File: src/rtl/crt_clock_synth.sv
// crt_clock_synth: runtime-configurable pixel-clock generator.
// Produces CRTclock plus a one-cycle CRTtick enable from Clock. It has two modes:
// integer divide (N = floor(S/T), near-50% duty) and a fractional phase
// accumulator (exact average rate). Reconfiguration goes through a Load/LoadAck
// handshake that never truncates a high phase.
module crt_clock_synth #(
  parameter int SystemClockSize = 10,
  parameter int TargetSize      = 10
) (
  input  logic                       Clock,
  input  logic                       Reset,
  input  logic [SystemClockSize-1:0] SystemClock,
  input  logic [TargetSize-1:0]      TargetClock,
  input  logic                       Mode,
  input  logic                       Load,
  output logic                       LoadAck,
  output logic                       CRTclock,
  output logic                       CRTtick,
  output logic                       Locked,
  output logic                       ConfigError
);

  localparam int W = SystemClockSize;
  localparam logic [W-1:0] ONE  = 1;
  localparam logic [W-1:0] LAST = W - 1;

  localparam logic [2:0] CAPTURE = 3'd0;
  localparam logic [2:0] CHECK   = 3'd1;
  localparam logic [2:0] DIVIDE  = 3'd2;
  localparam logic [2:0] RUN     = 3'd3;
  localparam logic [2:0] WAITLOW = 3'd4;
  localparam logic [2:0] ERROR   = 3'd5;

  logic [2:0]   state;
  logic [W-1:0] s_q;
  logic [W-1:0] t_q;
  logic         m_q;
  logic [W-1:0] rem;
  logic [W-1:0] quo;   // dividend shift register during DIVIDE, then N
  logic [W-1:0] cnt;   // divide step counter, then phase counter in RUN
  logic [W:0]   acc;

  logic         illegal;
  logic [W:0]   trial;
  logic         ge;
  logic [W-1:0] rem_nxt;
  logic [W-1:0] quo_nxt;
  logic [W:0]   half;
  logic [W-1:0] cnt_nxt;
  logic [W:0]   sum;
  logic         wrap;
  logic [W:0]   acc_nxt;
  logic         clk_nxt;

  // Config legality, one restoring-divide step, and next waveform value for both modes
  always_comb begin
    illegal = (s_q == '0) || (t_q == '0) || ({t_q, 1'b0} > {1'b0, s_q});

    trial   = {rem, quo[W-1]};
    ge      = trial >= {1'b0, t_q};
    rem_nxt = ge ? (trial[W-1:0] - t_q) : trial[W-1:0];
    quo_nxt = {quo[W-2:0], ge};

    // High for ceil(N/2) cycles of each N-cycle period
    half    = ({1'b0, quo} + {{W{1'b0}}, 1'b1}) >> 1;
    cnt_nxt = (cnt == quo - ONE) ? '0 : cnt + ONE;

    // Accumulator stays below S, so acc + 2T < 2S fits in W+1 bits
    sum     = acc + {t_q, 1'b0};
    wrap    = sum >= {1'b0, s_q};
    acc_nxt = wrap ? (sum - {1'b0, s_q}) : sum;

    if (m_q) clk_nxt = wrap ? ~CRTclock : CRTclock;
    else     clk_nxt = {1'b0, cnt} < half;
  end

  // Control FSM, divider, waveform generator and registered outputs
  always_ff @(posedge Clock or posedge Reset) begin
    if (Reset) begin
      state       <= CAPTURE;
      s_q         <= '0;
      t_q         <= '0;
      m_q         <= 1'b0;
      rem         <= '0;
      quo         <= '0;
      cnt         <= '0;
      acc         <= '0;
      LoadAck     <= 1'b0;
      CRTclock    <= 1'b0;
      CRTtick     <= 1'b0;
      Locked      <= 1'b0;
      ConfigError <= 1'b0;
    end else begin
      LoadAck <= 1'b0;
      CRTtick <= 1'b0;
      case (state)
        CAPTURE: begin
          s_q      <= SystemClock;
          t_q      <= W'(TargetClock);
          m_q      <= Mode;
          LoadAck  <= 1'b1;
          CRTclock <= 1'b0;
          Locked   <= 1'b0;
          state    <= CHECK;
        end
        CHECK: begin
          if (Load) begin
            state <= CAPTURE;
          end else if (illegal) begin
            ConfigError <= 1'b1;
            state       <= ERROR;
          end else begin
            rem   <= '0;
            quo   <= s_q;
            cnt   <= '0;
            acc   <= '0;
            state <= m_q ? RUN : DIVIDE;
          end
        end
        DIVIDE: begin
          if (Load) begin
            state <= CAPTURE;
          end else begin
            rem <= rem_nxt;
            quo <= quo_nxt;
            if (cnt == LAST) begin
              cnt   <= '0;
              acc   <= '0;
              state <= RUN;
            end else begin
              cnt <= cnt + ONE;
            end
          end
        end
        RUN: begin
          cnt <= cnt_nxt;
          acc <= acc_nxt;
          if (Load) begin
            Locked <= 1'b0;
            if (CRTclock) begin
              // Let the current high phase finish before recapturing
              CRTclock <= clk_nxt;
              state    <= WAITLOW;
            end else begin
              state <= CAPTURE;
            end
          end else begin
            CRTclock <= clk_nxt;
            CRTtick  <= clk_nxt & ~CRTclock;
            Locked   <= 1'b1;
          end
        end
        WAITLOW: begin
          cnt      <= cnt_nxt;
          acc      <= acc_nxt;
          CRTclock <= clk_nxt;
          if (!clk_nxt) state <= CAPTURE;
        end
        ERROR: begin
          CRTclock <= 1'b0;
          Locked   <= 1'b0;
          if (Load) begin
            ConfigError <= 1'b0;
            state       <= CAPTURE;
          end
        end
        default: state <= CAPTURE;
      endcase
    end
  end

endmodule

File: config.mk
export PLATFORM = sky130hd
export DESIGN_NAME = crt_clock_synth
export DESIGN_NICKNAME = d
export VERILOG_FILES = /design/src/rtl/crt_clock_synth.sv
export SDC_FILE = /design/constraint.sdc
export NUM_CORES = 1
export LEC_CHECK = 0
export ABC_AREA = 0
export BUFFER_PORTS_ARGS = -buffer_cell sky130_fd_sc_hd__clkbuf_2
export CAP_MARGIN = 30
export CELL_PAD_IN_SITES_DETAIL_PLACEMENT = 1
export CELL_PAD_IN_SITES_GLOBAL_PLACEMENT = 1
export CORE_ASPECT_RATIO = 1.4
export CORE_MARGIN = 4
export CORE_UTILIZATION = 35
export DETAILED_ROUTE_END_ITERATION = 10
export HOLD_SLACK_MARGIN = 0.06
export PLACE_DENSITY_LB_ADDON = 0.1
export SLEW_MARGIN = 20
export SYNTH_ARGS = -nofsm -noshare
export SYNTH_HDL_FRONTEND = slang
export SYNTH_SLANG_ARGS = --single-unit
File: constraint.sdc
create_clock -name Clock -period 3.75 [get_ports Clock]
set_input_delay 0.1875 -clock Clock [delete_from_list [all_inputs] [get_ports Clock]]
set_output_delay 0.1875 -clock Clock [all_outputs]
set_load 0.02 [all_outputs]
## Word level (Yosys, flattened, before mapping)

Cells that the tools add are included.

- Word-level logic and storage cells: 101
- Bits in registers: 70

- Bitwise operators: 2
- Equal/unequal tests: 16
- Muxes and demuxes: 43
- Reduce and logical (&&, ||, !) cells: 17
- Add/subtract/negate cells: 6
- Magnitude comparators: 4

Operator list:

| cell | number |
|---|---|
| $mux W10 | 10 |
| $mux W11 | 5 |
| $pmux W10 S2 | 2 |
| $pmux W11 S3 | 1 |
| $pmux W10 S3 | 1 |
| $mux W3 | 8 |
| $ge A11 B10 Y1 | 2 |
| $logic_not A10 Y1 | 2 |
| $pmux W3 S6 | 1 |
| $ne A2 B2 Y1 const B | 8 |
| $reduce_and A4 Y1 | 4 |
| $mux W1 | 12 |
| $add A10 B1 Y11 const B | 1 |
| $add A11 B11 Y11 | 1 |
| $gt A11 B10 Y1 | 1 |
| $sub A11 B10 Y11 | 1 |
| $add A10 B1 Y10 const B | 1 |
| $eq A10 B10 Y1 | 1 |
| $eq A10 B4 Y1 const B | 1 |
| $lt A10 B10 Y1 | 1 |
| $sub A10 B1 Y10 const B | 1 |
| $sub A10 B10 Y10 | 1 |
| $eq A3 B2 Y1 const B | 2 |
| $eq A3 B3 Y1 const B | 2 |
| other kinds (12) | 18 |

## Logic depth before layout (Yosys ltp)

- Word-level depth: 7
- Depth in mapped cells: 20
- Gate-level depth less buffers: 18

## Worst setup path before layout

OpenSTA, ideal clock, no wires.

- Path type: reg2reg
- Start: reg t_q[0]
- End: reg acc[3]
- Slack: -0.132 ns
- Data required time: 3.616 ns
- Stages on the path, launching flop included: 21
- Period minus slack after synthesis: 3.882 ns
- Arrival time: 3.747 ns
- Path buffers: 2
- Setup time: 0.134 ns
- Cell sequence: dfrtp_1 -> ha_1 -> inv_1 -> fa_1 -> nor2b_1 -> o21ai_0 -> a21boi_0 -> o21ai_0 -> nor2b_1 -> xnor2_1 -> ha_1 -> nand3_1 -> a21oi_1 -> o31ai_1 -> nor3b_1 -> o21bai_1 -> or2_2 -> clkbuf_1 -> buf_2 -> mux2i_1 -> o21ai_0

- Word-level cells in the longest chain between the ends: 5

RTL lines:

| item | RTL line | RTL |
|---|---|---|
| start, declared | 36 | `logic [W-1:0] t_q;` |
| start signal, assigned | 99 | `t_q <= W'(TargetClock);` |
| parallel branches: the longest is 5 deep, another holds $add A11 B11 Y11 | - |  |
| end signal, assigned | 137 | `acc <= acc_nxt;` |
| end signal, assigned | 155 | `acc <= acc_nxt;` |
| end, declared | 41 | `logic [W:0] acc;` |

Several ways; the timed one is not identified.
A chain may end at the register's enable or synchronous reset.

## Final worst setup path

- Start: reg t_q[1]
- End: reg CRTclock

- Word-level cells in the longest chain between the ends: 7

RTL lines:

| item | RTL line | RTL |
|---|---|---|
| $add A11 B11 Y11 * | 69 | `sum = acc + {t_q, 1'b0};` |
| $ge A11 B10 Y1 * | 70 | `wrap = sum >= {1'b0, s_q};` |
| $mux W1 * (2 in a row) | 73 | `if (m_q) clk_nxt = wrap ? ~CRTclock : CRTclock;` |
| $mux W1 | 140 | `if (CRTclock) begin` |
| $mux W1 | 138 | `if (Load) begin` |
| $pmux W1 S3 * | 96 | `case (state)` |
| end signal, assigned | 142 | `CRTclock <= clk_nxt;` |
| end signal, assigned | 148 | `CRTclock <= clk_nxt;` |
| end signal, assigned | 156 | `CRTclock <= clk_nxt;` |
| end, declared | 17 | `output logic CRTclock,` |

Every way passes the cells marked *; elsewhere a longest branch is shown, timed or not.

==> summary.md <==
| Metric | Value |
|---|---|
| Outcome | complete, but fails checks |
| Failing checks | negative setup slack |
| Dominant cell type by area after synthesis | dfrtp_1 |
| Boundary Pins | 29 |
| GR Util All Layers | 0.2056 |
| Fin. Hold Viols | 0 |
| Final Instance Area | approximately 6900 um2 |
| Fmax | about 260 MHz |
| Antenna diodes | 0 |
| Clk root buf | clkbuf_16 |
| DIE AREA | 17820 um2 |
| Startpoint types | flop |
| Clock sink count | 70 |
| Slew HR | 0.5048 |
| DIE HEIGHT | roughly 160 um |
| Crit path max-delay cell type | dfrtp_1 |
| Simple-gate share of the synthesized area | 0.1847 |
| YS warnings | 0 |
| Mean Syn Cell Area | 8.529 um2 |
| CTS tree | done |
| Final setup margin | -109.1 ps |
| Post-Synth Adder-Cell Area | 0.1269 |
| Vias/cell | 5.510 |
| Worst path bufs/invs | 2 |
| Post-synthesis compound-gate area fraction | 0.2086 |
| CTS Buf Count | 9 |
| Clock transition at path regs | 60 ps |
| WP data arrival | between 4000 and 5000 ps |
| Commonest cells in the netlist | 76 x nand2_1, 70 x dfrtp_1, 67 x o21ai_0 |
| Hpwl dp | ~13 mm |
| Most common flop cell mapped by yosys | dfrtp_1 |
| Top-count cell post-synth | nand2_1 |
| Cell Chain, Critical Path | buf_6 -> ha_4 -> a211o_1 -> o211ai_1 -> nand2_1 -> a21oi_2 -> xnor2_2 -> ha_1 -> a21o_1 -> a21oi_4 -> o21ai_2 -> nor3b_2 -> buf_4 -> o21bai_4 -> or3_4 -> a311o_1 -> a32oi_2 |
| Die width | ~110 um |
| Final number of max-transition violations | 0 |
| CP Class | flop to flop |
| Top area cells in the synthesized netlist | dfrtp_1 32%, ha_1 12%, o21ai_0 6.1% |
| Worst clock skew | roughly 7.7 ps |
| Unique cell type count in the Yosys netlist | 63 |
| Pre-CTS setup slack | -304.4 ps |
| Crit end category | flop |
| Worst path max stage delay | around 410 ps |
| Delay-heaviest family, CP | compound AO/OA/AOI/OAI gates |
| Std cell rows | 54 |
| Pin count of the biggest net entering global routing | 29 |
| RSZ-0062 raised after global routing | true |
| IO Port Bufs | 28 |
| Slew @ Worst Pin | around 740 ps |
| Layout Utilization | 0.4415 |
| Fraction of registers with async set/reset | 1.000 |
| Layout Nets | 801 |
| Clock H-tree levels | 3 |
| Placement Cell Area | about 6100 um2 |
| Initial Util | 0.3540 |
| Initial antenna violation count | 0 |
| Clk Latency, worst-skew pair | roughly 340 ps |
| Synth Cell Area | roughly 5500 um2 |
| CORE AREA | 15540 um2 |
| Hold Crit Class | input port to flop |
| Max_cap viols | 0 |
| Worst EP required | roughly 4000 ps |
| Setup violations, final | 8 |
| Total number of vias | ~5100 |
| GP Congestion | 0.8638 |
| Largest family of logic cells by synthesized area | compound AO/OA/AOI/OAI gates |
| Syn Nets | about 720 |
| Tmin final | ~3900 ps |
| Sequential fraction of the synthesis area | 0.3184 |
| Clock tree buffer depth | 2 |
| First drt pass iteration count | 4 |
| Flop2flop setup slack | -110 ps |
| Vias in the first global route | roughly 5500 |
| Post-synthesis register bit count | 70 |
| Cells after DPL | 885 |
| Share of post-route cells with drive strength above 1 | 0.2033 |
| Drt total wl | between 15 and 20 mm |
| Mux share of post-synthesis cell area | 0.04094 |
| Worst-path fanout max | 6 |
| Filler cells | about 1800 |
| Area delta synth->final | 24.72% |
| Post-synth EDFFs | 0 |
| Total grt overflow | 0 |
| First-pass GRT wire length | a little under 30 mm |
| Initial DRC count | approximately 170 |
| DRT antenna net count | 0 |
| XOR/XNOR Fraction of Synth Area | 0.07255 |
| WL/cell | roughly 19 um |
| Yosys top cell area share | 0.3184 |
| Fin cells | 924 |
| Fin crit share | 1.029 |
| DR DRC count | 0 |
| Syn Inst Count | between 600 and 700 |
## cell families after synthesis
kind of cell / Yosys count
adder cells (fa/ha/maj): 54
AND/OR/NAND/NOR: 206
buffers and inverters: 67
AO/OA/AOI/OAI: 182
flip-flops: 70
multiplexers: 22
XOR/XNOR: 44
## what timing repair did
item / in CTS / in global routing
setup endpoints to repair: 15 / 15
hold endpoints to repair: 29 / 0
gates cloned: 0 / 1
resized for setup: 17 / 41
setup buffers: 8 / 6
hold buffers: 9 / 0
pin swaps: 16 / 26
## metal layers
layer | vias up | GRT usage | wire length [um]
li1 | 2470 | - | -
met1 | 2532 | 0.2353 | 7336
met2 | 66 | 0.3861 | 9767
met3 | 23 | 0.03559 | 385
met4 | 0 | 0.06055 | 352
met5 | - | 0 | 0
## layout make-up
cell class                 instances  area [um2]  area share
multi-input combinational        508        3716      0.5416
sequential                        70        1752      0.2553
timing repair buffer              95       710.7      0.1036
tap                              196       245.2     0.03574
clock buffer                      10       229.0     0.03337
inverter                          39       146.4     0.02133
clock inverter                     6       62.56    0.009117
## worst register-to-register path, delay by kind of cell (launching register included)
kind	cells	cell delay, ps
and+or+nand+nor	3	680
DFF	1	410
xor gates and xnor gates	1	150
AOI/OAI and AO/OA	9	1790
buffers and inverters	2	280
adders and majority gates	2	470
## stage by stage
step,hold WS [ps],setup TNS (ps)
floorplan,304.3,0
global placement,237.0,-1740
detailed placement,252.4,-3110
CTS,60.82,0
global route,82.06,-2910
finish,70.84,-251.3
## sequential cells by signal (all words and copies together), names as in the netlist
signal	cells
state	3
s_q	10
m_q	1
rem	10
CRTclock	1
ConfigError	1
LoadAck	1
CRTtick	1
acc	11
t_q	10
Locked	1
cnt	10
quo	10
## final timing paths
path,from,to,cells after the start
worst max-delay path,t_q[1],CRTclock,17
worst min-delay path,TargetClock[5],t_q[5],3
worst max register to register,t_q[1],CRTclock,17
worst min register to register,acc[8],acc[8],2
max in group asynchronous,Reset,Locked,4
min in group asynchronous,Reset,LoadAck,3
## cells in the final DEF, fill, tap and decap left out, drive strengths merged, types with 4 or more instances in the layout
cell and n:
nand2 76, o21ai 71, dfrtp 70, buf 57
ha 51, a21oi 42, inv 39, clkbuf 39
nor2 36, xnor2 24, xor2 19, mux2i 18
nor3 14, nand3 13, a21o 12, nor2b 12
a22o 10, and3 9, dlygate4sd3 9, nand4 7
o211ai 6, nor4 6, nand2b 6, or3 6
o31ai 5, nand4b 4, mux2 4, a21boi 4
Power is not shown: default switching activity piles up to over one toggle a cycle in this logic, so the estimate is an artifact.
